==> config.mk <==
export PLATFORM = sky130hd
export DESIGN_NAME = cron_regressivo_flat
export DESIGN_NICKNAME = d
export VERILOG_FILES = /design/src/rtl/cron_regressivo_if.sv /design/src/rtl/cron_regressivo.sv /design/src/flat_wrapper.sv
export SDC_FILE = /design/constraint.sdc
export NUM_CORES = 1
export LEC_CHECK = 0
export BUFFER_PORTS_ARGS = -buffer_cell sky130_fd_sc_hd__buf_2
export CELL_PAD_IN_SITES_DETAIL_PLACEMENT = 0
export CELL_PAD_IN_SITES_GLOBAL_PLACEMENT = 1
export CORE_MARGIN = 4
export CORE_UTILIZATION = 44
export CTS_BUF_LIST = sky130_fd_sc_hd__clkbuf_16
export CTS_CLUSTER_SIZE = 28
export DETAILED_ROUTE_END_ITERATION = 10
export GPL_TIMING_DRIVEN = 0
export HOLD_SLACK_MARGIN = 0.05
export PLACE_DENSITY = 0.75
export SLEW_MARGIN = 20
export SYNTH_ARGS = -nofsm -noshare
export SYNTH_HDL_FRONTEND = slang
export SYNTH_SLANG_ARGS = --single-unit
==> constraint.sdc <==
create_clock -name clk -period 2.42 [get_ports clk]
set_clock_uncertainty 0.05 [all_clocks]
set_input_delay 0.242 -clock clk [delete_from_list [all_inputs] [get_ports clk]]
set_output_delay 0.242 -clock clk [all_outputs]
set_load 0.01 [all_outputs]
==> src/rtl/cron_regressivo_if.sv <==
`default_nettype none
// ============================================================================
// Module      : cron_regressivo_if
// Description : Control/status bundle of the countdown timer. The controller
//               side (master) drives load/preset/play_pause; the timer side
//               (slave) drives the remaining-seconds value and status flags.
// Revision    : 1.0 - initial release
// ============================================================================
interface cron_regressivo_if;
    logic       load;
    logic [9:0] preset;
    logic       play_pause;
    logic [9:0] q;
    logic       tick_1s;
    logic       running;
    logic       done;
    logic       expired;

    modport master (
        output load, preset, play_pause,
        input  q, tick_1s, running, done, expired
    );

    modport slave (
        input  load, preset, play_pause,
        output q, tick_1s, running, done, expired
    );
endinterface
`default_nettype wire

==> src/rtl/cron_regressivo.sv <==
`default_nettype none
// ============================================================================
// Module      : cron_regressivo
// Description : 0-999 second countdown timer. Loads a clamped preset, counts
//               down once per TICK_DIV clocks while running, supports
//               pause/resume with partial-second preservation, and flags
//               expiry with a held level (done) and a one-cycle pulse.
// Revision    : 1.0 - initial release
// ============================================================================
module cron_regressivo #(
    parameter int TICK_DIV = 50_000_000
) (
    input  wire               clk,
    input  wire               rst_n,
    cron_regressivo_if.slave  bus
);

    localparam int             c_PW        = (TICK_DIV > 1) ? $clog2(TICK_DIV) : 1;
    localparam logic [c_PW-1:0] c_PRESC_MAX = c_PW'(TICK_DIV - 1);
    localparam logic [c_PW-1:0] c_PRESC_ONE = c_PW'(1);
    localparam logic [9:0]      c_Q_MAX     = 10'd999;

    typedef enum logic [1:0] {
        IDLE    = 2'd0,
        RUN     = 2'd1,
        PAUSE   = 2'd2,
        EXPIRED = 2'd3
    } state_t;

    state_t          r_state;
    state_t          w_state_n;
    logic [9:0]      r_q;
    logic [9:0]      w_q_n;
    logic [c_PW-1:0] r_presc;
    logic [c_PW-1:0] w_presc_n;
    logic            r_running;
    logic            r_done;
    logic            r_expired;
    logic            w_expired_n;
    logic            w_tick;
    logic [9:0]      w_clamped;

    // Second boundary: last prescaler count while actually running.
    assign w_tick    = (r_state == RUN) && (r_presc == c_PRESC_MAX);
    assign w_clamped = (bus.preset > c_Q_MAX) ? c_Q_MAX : bus.preset;

    // State, counters and registered status flags; reset clears everything at once.
    always_ff @(posedge clk or negedge rst_n) begin
        if (!rst_n) begin
            r_state   <= IDLE;
            r_q       <= 10'd0;
            r_presc   <= '0;
            r_running <= 1'b0;
            r_done    <= 1'b0;
            r_expired <= 1'b0;
        end else begin
            r_state   <= w_state_n;
            r_q       <= w_q_n;
            r_presc   <= w_presc_n;
            r_running <= (w_state_n == RUN);
            r_done    <= (w_state_n == EXPIRED);
            r_expired <= w_expired_n;
        end
    end

    // Next-state and datapath decisions; every register holds unless told otherwise.
    always_comb begin
        w_state_n   = r_state;
        w_q_n       = r_q;
        w_presc_n   = r_presc;
        w_expired_n = 1'b0;
        case (r_state)
            IDLE: begin
                // Load takes priority; a start request is re-evaluated next
                // cycle against the freshly loaded value.
                if (bus.load) begin
                    w_q_n     = w_clamped;
                    w_presc_n = '0;
                end else if (bus.play_pause && (r_q != 10'd0)) begin
                    w_state_n = RUN;
                    w_presc_n = '0;
                end
            end
            RUN: begin
                w_presc_n = w_tick ? '0 : (r_presc + c_PRESC_ONE);
                if (w_tick) begin
                    if (r_q == 10'd1) begin
                        // Final second wins over a simultaneous pause request.
                        w_q_n       = 10'd0;
                        w_state_n   = EXPIRED;
                        w_expired_n = 1'b1;
                    end else begin
                        w_q_n = r_q - 10'd1;
                        if (!bus.play_pause) begin
                            w_state_n = PAUSE;
                        end
                    end
                end else if (!bus.play_pause) begin
                    w_state_n = PAUSE;
                end
            end
            PAUSE: begin
                // Prescaler stays frozen so a resume keeps the partial second.
                if (bus.load) begin
                    w_q_n     = w_clamped;
                    w_presc_n = '0;
                    w_state_n = IDLE;
                end else if (bus.play_pause) begin
                    w_state_n = RUN;
                end
            end
            EXPIRED: begin
                w_q_n = 10'd0;
                if (bus.load) begin
                    w_q_n     = w_clamped;
                    w_presc_n = '0;
                    w_state_n = IDLE;
                end
            end
            default: begin
                w_state_n = IDLE;
            end
        endcase
    end

    assign bus.q       = r_q;
    assign bus.tick_1s = w_tick;
    assign bus.running = r_running;
    assign bus.done    = r_done;
    assign bus.expired = r_expired;

endmodule
`default_nettype wire
==> src/flat_wrapper.sv <==
// flat-port wrapper written by rule: the top's interface ports become plain ports
module cron_regressivo_flat 
#(
    parameter int TICK_DIV = 50_000_000
)
  (clk, rst_n, bus_load, bus_preset, bus_play_pause, bus_q, bus_tick_1s, bus_running, bus_done, bus_expired);
  cron_regressivo_if bus_i ();
  input  wire clk;
  input  wire rst_n;
  input wire logic [$bits(bus_i.load)-1:0] bus_load;
  input wire logic [$bits(bus_i.preset)-1:0] bus_preset;
  input wire logic [$bits(bus_i.play_pause)-1:0] bus_play_pause;
  output wire logic [$bits(bus_i.q)-1:0] bus_q;
  output wire logic [$bits(bus_i.tick_1s)-1:0] bus_tick_1s;
  output wire logic [$bits(bus_i.running)-1:0] bus_running;
  output wire logic [$bits(bus_i.done)-1:0] bus_done;
  output wire logic [$bits(bus_i.expired)-1:0] bus_expired;
  assign bus_i.load = bus_load;
  assign bus_i.preset = bus_preset;
  assign bus_i.play_pause = bus_play_pause;
  assign bus_q = bus_i.q;
  assign bus_tick_1s = bus_i.tick_1s;
  assign bus_running = bus_i.running;
  assign bus_done = bus_i.done;
  assign bus_expired = bus_i.expired;
  cron_regressivo #(.TICK_DIV(TICK_DIV)) u_core (.clk(clk), .rst_n(rst_n), .bus(bus_i));
endmodule
# --- Yosys cells after proc, flatten, opt, wreduce, memory -nomap -nowiden ---
# Cells that the tools add are included.
word_totals:
  mem_bits_rw: 0
  reg_bits: 41
  n_memories: 0
  out_inout_bits: 14
  latchBits: 0
  inputBits: 14
  romBits: 0
op_classes:
  n_eq_ne: 11
  addsub: 2
  bitwise_logic: 0
  order_cmp: 1
  shifts: 0
  div_mod_pow: 0
  mul: 0
  mux: 23
  n_reduce_logical: 8
ops:
  columns: ["cell", "count"]
  rows:
  - ["two-way mux 26 bit", 4]
  - ["case mux 26 bit (3 select lines)", 1]
  - ["two-way mux 10 bit", 5]
  - ["case mux 10 bit (3 select lines)", 1]
  - ["adder 26 x 1 -> 26 bit, second input constant", 1]
  - ["== test 26 bit, second input constant", 1]
  - ["two-way mux 2 bit", 8]
  - ["== test 10 x 1 -> 1 bit, second input constant", 1]
  - ["greater-than comparator 10 bit, second input constant", 1]
  - ["nonzero test 10 bit", 1]
  - ["subtractor 10 x 1 -> 10 bit, second input constant", 1]
  - ["case mux 2 bit (4 select lines)", 1]
  - ["== test 2 bit, second input constant", 3]
  - ["inequality test 2 x 1 -> 1 bit, second input constant", 3]
  - ["== test 2 x 1 -> 1 bit, second input constant", 2]
  - ["AND reduction 2 bit", 2]
  - ["OR reduction 2 bit", 2]
  - ["two-way mux 1 bit", 3]
  - ["inequality test 3 x 2 -> 1 bit, second input constant", 1]
  - ["logical AND 1 bit", 2]
  - ["zero test 2 bit", 1]

# --- Depth between registers and ports, before layout ---
logic_depth:
  word_depth: 6
  depth_mapped: 9

# --- Worst setup path before layout ---
# OpenSTA, ideal clock, no wires.
synth_path:
  path_type: "register to register"
  from: "reg u_core.r_q[1], in the netlist u_core.bus.q[1]"
  to: "reg u_core.r_q[0], in the netlist u_core.bus.q[0]"
  required_ns: 2.245
  n_path_buf: 1
  arrival_time_ns: 1.934
  slack_ns: 0.312
  stages_incl_launch_ff: 8
  setup_ns: 0.125
  cell_sequence: "dfrtp_1 -> inv_1 -> ha_1 -> or4b_1 -> buf_2 -> o31ai_4 -> o21ai_0 -> mux2_2"
synth_between:
  elab_chain_cells: 4
synth_lines:
  columns: ["item", "line_no", "rtl"]
  rows:
  - ["from (decl)", "cron_regressivo.sv:32", "logic [9:0] r_q;"]
  - ["from (signal assigned)", "cron_regressivo.sv:58", "r_q <= w_q_n;"]
  - ["== test 10 x 1 -> 1 bit", "cron_regressivo.sv:87", "if (r_q == 10'd1) begin"]
  - ["two-way mux 10 bit", "cron_regressivo.sv:87", null]
  - ["two-way mux 10 bit", "cron_regressivo.sv:86", "if (w_tick) begin"]
  - ["case mux 10 bit (3 select lines)", "cron_regressivo.sv:72", "case (r_state)"]
# Every way passes these cells. The select of a mux whose other input is x is not followed.
# A chain may end at the register's enable or synchronous reset.

# --- Final worst setup path ---
layout_path:
  from: "reg u_core.r_q[1], in the netlist u_core.bus.q[1]"
  to: "reg u_core.r_q[9], in the netlist u_core.bus.q[9]"
layout_between:
  elab_chain_cells: 4
layout_lines:
  columns: ["item", "line_no"]
  rows:
  - ["subtractor 10 x 1 -> 10 bit / == test 10 x 1 -> 1 bit (equally long branches)", "cron_regressivo.sv:93, cron_regressivo.sv:87"]
  - ["two-way mux 10 bit *", "cron_regressivo.sv:87"]
  - ["two-way mux 10 bit *", "cron_regressivo.sv:86"]
  - ["case mux 10 bit (3 select lines) *", "cron_regressivo.sv:72"]
# Mark *: on every way between the ends. The rest lies on a longest branch, timed or not. The select of a mux whose other input is x is not followed.

==> results.md <==
* Share of layout cells above drive strength 1 at 0.183
* Status: completed
* RSZ-0062 raised after global routing: no
* Most common cell in the netlist: dfrtp_1
* # hold bufs at CTS at 0
* Die area at 7040 um2
* Syn Inst Count at 287
* Mapped cell area at 2540 um2
* Largest family of logic cells by synthesized area: simple AND/OR/NAND/NOR gates
* Area delta synth->final at 15.1%
* Post-synth top area share at 0.405
* List of most frequent post-synthesis cells: dfrtp_1 (41), o21ai_0 (28), nor2_1 (22), a21oi_1 (21), nand2_1 (21)
* Reg area at 1030 um2
* XOR/XNOR Fraction of Synth Area at 0.00345
* Total GRT Usage at 0.194
* WP data arrival at 2400 ps
* Max Fclk at 435 MHz
* Post-synth ARST share at 1.00
* Initial Util at 0.458
* Vias in the first global route at 2158
* Clock Sinks at 41
* Worst R2R End: u_core.bus.q[9]
* Multiplexer share of the synthesized area at 0.0335
* Sequential-to-total area share from yosys stat at 0.405
* Seq cells post-synth at 41
* Synth Area in Simple Gates at 0.265
* Syn Area/Cell at 8.84 um2
* Critical path class: register to register
* Static leakage at 1.26 nW
* Port Buffer Count at 27
* Routed WL per cell at 16.5 um
* Peak fanout along the critical path at 5
* Clk Latency, worst-skew pair at 280 ps
* Reg2Reg Launch Point: u_core.bus.q[1]
* CTS tree: built
* Top FF cell, synth: dfrtp_1
* First-pass GRT wire length at 11000 um
* P per Cell Area at 826 nW/um2
* IR drop worst, VDD at 0.437 mV
* Slew headroom at 0.365
* GPL Wtd Cong at 0.854
* Drt first pass iters at 7
* Final nets at 340
* Reg2reg setup slack at 120 ps
* CTS max path bufs at 2
* Initial DRC count at 161
* Die height at 83.9 um
* Multi-input logic area at 1380 um2
* Post-Syn Nets at 305
* Post-DP Area at 2760 um2
* Ant. Diodes at 0
* Fin crit share at 0.950
* Synth Area in Compound Gates at 0.217
* Die Wd at 83.9 um
* Initial antenna violation count at 0
* TritonCTS Buffers at 5
* DRT Wirelength at 6520 um
* Max_cap viols at 0
* Final HPWL DP at 4520 um
* Rows at 27
* DRT antenna net count at 0
* Clk slew on worst S/H paths at 50 ps
* Final min period at 2300 ps
* Top cells by area, synth: dfrtp_1 (40%), o21ai_0 (5.5%), a31oi_1 (4.4%)
* Dominant cell type by area after synthesis: dfrtp_1
* Worst Setup End Kind: register
* Root buf cell: clkbuf_16
* Setup TNS at 0 ps
* H-Tree Depth at 2
* Cell area after layout at 2920 um2
* Overflow left after global routing at 0
* Core footprint at 5540 um2
* Worst-Margin Slew at 952 ps
* Hold Path Class: primary input to async pin
* DR vias/cell at 6.10
* Max-slew violation count at 0
* Final setup fails at 0
* Fillers at 540
* Drc violations at 0
* IO Count at 28
* CP Launch Type: register
* Critical Path RT at 2520 ps
* Adder and majority gate portion of the synthesized area at 0.0197
* Synth cell types at 49
* Largest net degree at the start of global routing at 42
* Fin. Hold Viols at 0
* Worst Reg-to-Reg Cells at 8
* Vias at 2405
* Yosys Warn Count at 0
* Final Total Pwr at 2.41 mW
* Post-synth EDFFs at 0
## layout by cell type, fill, tap and decap left out, types with 5 or more instances in the layout
cell	n
o21ai_0	28
inv_1	11
nand4_1	17
dfrtp_1	41
nor2_1	22
a21oi_1	20
and3_1	7
clkbuf_16	5
a31oi_1	18
nor3_1	6
buf_4	5
nand2_1	21
nand3_1	15
buf_2	34
## logic make-up (layout without fill, tap and decap cells)
family                   after synthesis  count (layout)
flip-flops                            41              41
AO/OA/AOI/OAI                         87              87
XOR/XNOR                               1               1
buffers and inverters                 28              63
AND/OR/NAND/NOR                      118             118
adder cells (fa/ha/maj)                4               4
multiplexers                           8               8
## worst max-delay path by stage
stage,startpoint,to,cells past startpoint
after global routing,u_core.r_presc[4],bus_tick_1s,6
final,u_core.bus.q[1],u_core.bus.q[9],8
after CTS,u_core.r_state[0],u_core.bus.q[8],7
after global placement,u_core.bus.q[1],u_core.bus.q[0],7
after detailed placement,u_core.r_state[0],u_core.bus.q[8],7
after floorplan,u_core.bus.q[1],u_core.bus.q[0],7
## per-layer routing
metal | track usage | share of wire | wire, um
met2 | 0.277 | 0.44 | 2870
met5 | 0 | 0 | 0
met1 | 0.297 | 0.50 | 3230
met4 | 0.0673 | 0.010 | 67
met3 | 0.0276 | 0.053 | 347
## repair_timing
action	4_1_cts	5_1_grt
setup endpoints to repair	0	20
gates resized for setup	0	4
buffers inserted	0	2
## per-stage QoR
stage	std cells	hold slack [ps]	setup WS [ps]	util
2_1_floorplan	287	-104	312	-
3_3_place_gp	386	386	96.7	0.498
3_5_place_dp	386	404	126	0.498
4_1_cts	393	101	108	0.522
5_1_grt	394	142	5.34	0.527
6_report	394	46.8	121	0.527
## area by class of cell
class | instances | share of cell area
clock buffer | 5 | 0.0429
clock inverter | 2 | 0.00257
inverter | 10 | 0.0129
tap | 72 | 0.0309
timing repair buffer | 29 | 0.0514
buffer | 17 | 0.0356
multi-input combinational | 218 | 0.472
sequential | 41 | 0.351
## power breakdown
part	internal [mW]	switching (mW)
registers	0.810	0.193
clock network	0.369	0.252
logic	0.315	0.472
total	1.49	0.917
## worst max-delay path, stage by stage, from the launching register on
cell	delay (ps)
dfrtp_1	420
inv_1	110
ha_1	200
or4b_1	430
buf_2	170
a2111oi_0	390
nand3_1	130
a2bb2oi_1	190
a221oi_1	70
## flip-flops by register name, indices dropped and copies added (netlist names)
signal              flops
u_core.r_state          2
u_core.bus.running      1
u_core.bus.q           10
u_core.r_presc         26
u_core.bus.expired      1
u_core.bus.done         1
No activity file was read; power rests on OpenSTA's default activity.
